`src/rtl/picorv32_arb_pkg.sv`:
```
// Shared types for the PicoRV32 native-bus memory arbiter.
package picorv32_arb_pkg;

  typedef enum logic [1:0] {
    IDLE  = 2'd0,
    BUSY  = 2'd1,
    DRAIN = 2'd2
  } arb_state_t;

  typedef struct packed {
    logic        instr;
    logic [31:0] addr;
    logic [31:0] wdata;
    logic [3:0]  wstrb;
  } arb_req_t;

  localparam logic [31:0] TIMEOUT_RDATA = 32'hFFFF_FFFF;

endpackage

```
`src/rtl/picorv32_rr_pick.sv`:
```
// Two-way request selector: round-robin on "not last" or fixed priority to req[0].
module picorv32_rr_pick #(
  parameter int unsigned RR_ENABLE = 1
) (
  input  logic [1:0] req,
  input  logic       last,
  output logic [1:0] pick
);

  always_comb begin
    pick = req;
    if (req == 2'b11) begin
      pick = ((RR_ENABLE != 0) && (last == 1'b0)) ? 2'b10 : 2'b01;
    end
  end

endmodule

```
`src/rtl/picorv32_mem_arbiter.sv`:
```
// Two-master arbiter for the PicoRV32 native memory bus, one transaction in flight.
// Optional BUSY watchdog with drain state: define PICORV32_MEM_ARB_TIMEOUT_EN.
module picorv32_mem_arbiter
  import picorv32_arb_pkg::*;
#(
  parameter int unsigned RR_ENABLE      = 1,
  parameter int unsigned TIMEOUT_CYCLES = 1024
) (
  input  logic        clk,
  input  logic        rst,
  input  logic        m0_valid,
  input  logic        m0_instr,
  input  logic [31:0] m0_addr,
  input  logic [31:0] m0_wdata,
  input  logic [3:0]  m0_wstrb,
  output logic        m0_ready,
  output logic [31:0] m0_rdata,
  input  logic        m1_valid,
  input  logic        m1_instr,
  input  logic [31:0] m1_addr,
  input  logic [31:0] m1_wdata,
  input  logic [3:0]  m1_wstrb,
  output logic        m1_ready,
  output logic [31:0] m1_rdata,
  output logic        s_valid,
  output logic        s_instr,
  output logic [31:0] s_addr,
  output logic [31:0] s_wdata,
  output logic [3:0]  s_wstrb,
  input  logic        s_ready,
  input  logic [31:0] s_rdata,
  output logic [1:0]  grant,
  output logic        err
);

  if (TIMEOUT_CYCLES < 2 || TIMEOUT_CYCLES > 65535) begin : g_bad_timeout
    $error("picorv32_mem_arbiter: TIMEOUT_CYCLES must be within 2..65535");
  end

  arb_state_t  state_q, state_nxt;
  logic [1:0]  grant_q, grant_nxt;
  logic        last_q, last_nxt;
  logic [1:0]  pick;
  logic        timeout_hit;
  logic [31:0] rsp_data;
  arb_req_t    m0_req, m1_req, sel_req, hold_req, s_req;

  assign m0_req  = '{instr: m0_instr, addr: m0_addr, wdata: m0_wdata, wstrb: m0_wstrb};
  assign m1_req  = '{instr: m1_instr, addr: m1_addr, wdata: m1_wdata, wstrb: m1_wstrb};
  assign sel_req = grant_q[1] ? m1_req : m0_req;

  picorv32_rr_pick #(
    .RR_ENABLE(RR_ENABLE)
  ) u_pick (
    .req  ({m1_valid, m0_valid}),
    .last (last_q),
    .pick (pick)
  );

`ifdef PICORV32_MEM_ARB_TIMEOUT_EN
  localparam logic [15:0] TIMER_LAST = 16'(TIMEOUT_CYCLES - 1);

  logic [15:0] timer_q;
  logic        err_q;
  arb_req_t    drain_q;

  assign timeout_hit = (state_q == BUSY) && !s_ready && (timer_q == TIMER_LAST);
  assign hold_req    = drain_q;
  assign err         = err_q;

  // Timer is held at zero while IDLE so every BUSY period starts counting from 0.
  always_ff @(posedge clk or posedge rst) begin
    if (rst) begin
      timer_q <= '0;
      err_q   <= 1'b0;
      drain_q <= '0;
    end else begin
      if (state_q == BUSY) timer_q <= timer_q + 16'd1;
      else                 timer_q <= '0;
      if (timeout_hit) begin
        err_q   <= 1'b1;
        drain_q <= sel_req;
      end
    end
  end
`else
  assign timeout_hit = 1'b0;
  assign hold_req    = '0;
  assign err         = 1'b0;
`endif

  always_ff @(posedge clk or posedge rst) begin
    if (rst) begin
      state_q <= IDLE;
      grant_q <= '0;
      last_q  <= 1'b1;
    end else begin
      state_q <= state_nxt;
      grant_q <= grant_nxt;
      last_q  <= last_nxt;
    end
  end

  always_comb begin
    state_nxt = state_q;
    grant_nxt = grant_q;
    last_nxt  = last_q;
    s_valid   = 1'b0;
    s_req     = '0;
    m0_ready  = 1'b0;
    m1_ready  = 1'b0;
    m0_rdata  = '0;
    m1_rdata  = '0;
    rsp_data  = timeout_hit ? TIMEOUT_RDATA : s_rdata;
    unique case (state_q)
      IDLE: begin
        if (|pick) begin
          grant_nxt = pick;
          state_nxt = BUSY;
        end
      end
      BUSY: begin
        s_valid  = 1'b1;
        s_req    = sel_req;
        m0_rdata = grant_q[0] ? rsp_data : '0;
        m1_rdata = grant_q[1] ? rsp_data : '0;
        // A timeout completes the master now but leaves the bus beat pending in DRAIN.
        if (s_ready || timeout_hit) begin
          m0_ready  = grant_q[0];
          m1_ready  = grant_q[1];
          grant_nxt = '0;
          last_nxt  = grant_q[1];
          state_nxt = s_ready ? IDLE : DRAIN;
        end
      end
      DRAIN: begin
        s_valid = 1'b1;
        s_req   = hold_req;
        if (s_ready) state_nxt = IDLE;
      end
      default: begin
        state_nxt = IDLE;
        grant_nxt = '0;
      end
    endcase
  end

  assign s_instr = s_req.instr;
  assign s_addr  = s_req.addr;
  assign s_wdata = s_req.wdata;
  assign s_wstrb = s_req.wstrb;
  assign grant   = grant_q;

endmodule
```
`config.mk`:
```
export PLATFORM = sky130hd
export DESIGN_NAME = picorv32_mem_arbiter
export DESIGN_NICKNAME = d
export VERILOG_FILES = /design/src/rtl/picorv32_arb_pkg.sv /design/src/rtl/picorv32_rr_pick.sv /design/src/rtl/picorv32_mem_arbiter.sv
export SDC_FILE = /design/constraint.sdc
export NUM_CORES = 1
export LEC_CHECK = 0
export CAP_MARGIN = 20
export CELL_PAD_IN_SITES_DETAIL_PLACEMENT = 1
export CELL_PAD_IN_SITES_GLOBAL_PLACEMENT = 1
export CORE_ASPECT_RATIO = 0.8
export CORE_MARGIN = 10
export CORE_UTILIZATION = 13
export DETAILED_ROUTE_END_ITERATION = 12
export GPL_ROUTABILITY_DRIVEN = 0
export PLACE_DENSITY = 0.91
export SYNTH_ARGS = -nofsm -noshare
export SYNTH_HDL_FRONTEND = slang
export SYNTH_SLANG_ARGS = --single-unit
```
`constraint.sdc`:
```
create_clock -name clk -period 2.9 [get_ports clk]
set_clock_uncertainty 0.05 [all_clocks]
set_input_delay 0.58 -clock clk [delete_from_list [all_inputs] [get_ports clk]]
set_output_delay 0.58 -clock clk [all_outputs]
set_load 0.02 [all_outputs]
```
==> impl_metrics.yaml <==
timing:
  setup_tns_ns: 0
  final-hold-violation-count: 0
  final-setup-viol-count: 0
  drv_slew: 0
  clock.fmax_mhz: 390
  period_share_pct: 88.5
  fin_crit_ns: 2.57
  rsz0062_at_grt: "false"
setup_path:
  crit_type: "flip-flop to output pin"
  cp.required_ns: 2.27
  ff2ff_path_depth: 3
  crit_arrival_ns: 1.94
  worstPathMaxFanout: 71
  rr_startpoint: "state_q[0]$_DFFE_PP0P_"
  end_kind: "output pin"
  startpoint_type: "flip-flop"
  r2r_slack_ns: 1.48
  timing.rr.end: "grant[1]$_DFFE_PP0P_"
run_status:
  status: "completed"
layout:
  syn_to_final_growth_pct: 185
  multi_input_area_um2: 1420
  diodes: 0
  fin_nets: 719
  fill_cells: 1540
  final_cells: 718
  drive_gt1_share_pct: 2.39
  regArea_um2: 105
flow_run:
  drv_cap: 0
die:
  fp-row-count: 37
  initial_core_util_pct: 13.5
  io_pins: 314
  die_x_um: 150
  dieArea_um2: 18700
  dieHeight_um: 124
  coreArea_um2: 13100
drt:
  first_pass_iters: 4
  drc: 0
  wl_um: 13400
  vias_per_cell: 4.18
  route.antenna.remaining_nets: 0
  num_vias: 3003
  drt_iter0_drc: 104
  wl_per_cell_um: 18.7
global_routing:
  grt_usage_pct: 13.2
  grt_pass1_wl_um: 20000
  first_global_vias: 3309
  grt_max_degree: 72
  gr-total-overflow: 0
  antenna_found_initial: 0
yosys:
  yosysUniqueCellTypes: 21
  syn_inst: 251
  synth_edf_count: 0
  syn_nets: 426
  ys_ff_latch: 4
  syn_avg_cell_area_um2: 7.03
  synthArstFlopShare_pct: 100
  yosys_warnings: 0
  synthesis.area_um2: 1770
  ys_seq_area_share_pct: 5.74
  synthFlopType: "dfrtp_1"
min_path:
  hp-class: "flip-flop to flip-flop"
  hold_end: "last_q$_DFFE_PP1P_"
  hold_depth: 1
  min-delay-start: "last_q$_DFFE_PP1P_"
clocking:
  clock-root-buffer: "clkbuf_16"
  cts_tree: "done"
  cts.clk_slew.worst_paths_ns: 0.03
  ctsResizeCount: 0
  cts_sinks: 4
  cts_setup_buffers: 0
  cts_max_level: 1
  cts_max_path_buffers: 2
  cts_hold_buf: 0
  insertion_delay_ns: 0.23
  cts_made_buffers: 3
place:
  dp_cells: 714
  numPortBuffers: 312
  dp.final_hpwl_um: 11800
pwr:
  leakage_uw: 0.00216
  ir_drop_uv: 178
  power_uw: 1770
  powerDensity_nw_per_um2: 351
[report_power, final]
part	internal, uW	leakage, uW	total, uW	switching (uW)
Combinational	760	0.00208	1460	701
Sequential	69.6	0.0000460	78.3	8.75
Clock	182	0.0000382	226	44.0
Total	1010	0.00216	1770	754
[cell usage after synthesis (2+ instances only)]
cell,instances,area [um^2]
and3_1,67,419
buf_12,5,100
buf_2,2,10.0
buf_4,4,30.0
clkbuf_1,14,52.6
clkbuf_2,3,15.0
dfrtp_1,3,75.1
mux2i_1,69,691
nand2_1,3,11.3
nor2_1,70,263
[final cells by class]
class / instances / share of cell area [%]
Clock buffer: 4 / 1.57
Inverter: 2 / 0.149
Multi-Input combinational cell: 215 / 28.3
Sequential cell: 4 / 2.09
Tap cell: 175 / 4.36
Timing Repair Buffer: 318 / 63.5
[state kept, by name (all words and copies together), names as in the netlist]
name,flops
grant,2
state_q,1
last_q,1
[kinds of logic after synthesis]
group / Yosys count / share of synthesized area (%)
buf+inv: 32 / 13.7
other cells: 1 / 0.212
mux: 69 / 39.1
flops: 4 / 5.74
simple gates: 141 / 39.5
compound gates: 4 / 1.70
[worst max-delay path, cell delays in order, from the launching register on]
cell and delay, ns:
dfrtp_4 0.43, buf_12 0.33, mux2i_1 0.31, nor2_1 0.07
clkdlybuf4s50_1 0.55
[worst max path at each step]
stage | from | endpoint | slack (ns) | cells past startpoint
after floorplan | grant[1]$_DFFE_PP0P_ | s_addr[0] | 1.0 | 5
after global placement | s_ready | m1_ready | 0.34 | 3
after detailed placement | s_ready | m1_ready | 0.35 | 3
after CTS | state_q[0]$_DFFE_PP0P_ | m1_ready | 0.30 | 3
after global routing | state_q[0]$_DFFE_PP0P_ | m1_ready | 0.15 | 3
final | grant[1]$_DFFE_PP0P_ | s_addr[15] | 0.33 | 4
[through the flow]
step / hold WS (ns) / util, % / area, um^2 / setup WS, ns
global placement: 0.462 / 37.9 / 4950 / 0.343
global route: 0.474 / 38.5 / 5030 / 0.154
floorplan: 0.295 / - / 1770 / 0.998
detailed placement: 0.458 / 37.9 / 4950 / 0.348
CTS: 0.462 / 38.5 / 5030 / 0.301
finish: 0.461 / 38.5 / 5030 / 0.334
[layer usage]
metal  global-route usage (%)  vias to the layer above  wire length, um  share of wire [%]
met1                     12.9                     1364             4740                 35
met3                     5.91                        8             1620                 12
li1                         -                     1455                -                  -
met2                     25.0                      176             6930                 52
met5                        0                        -                0                  0
met4                     2.38                        0              128               0.95
[cells in the final DEF (no fill, tap or decap), drive strengths merged]
master         netlist  routed
mux2i               69      69
nand2                3       3
dfrtp                3       3
dfstp                1       1
a21o                 1       1
o31a                 1       1
nor3                 1       1
o21ai                1       1
nor2                70      70
buf                 13       6
conb                 1       1
inv                  2       2
clkdlybuf4s50        0     312
clkbuf              17       4
and3                67      67
a31o                 1       1
No activity file was read; power rests on OpenSTA's default activity.
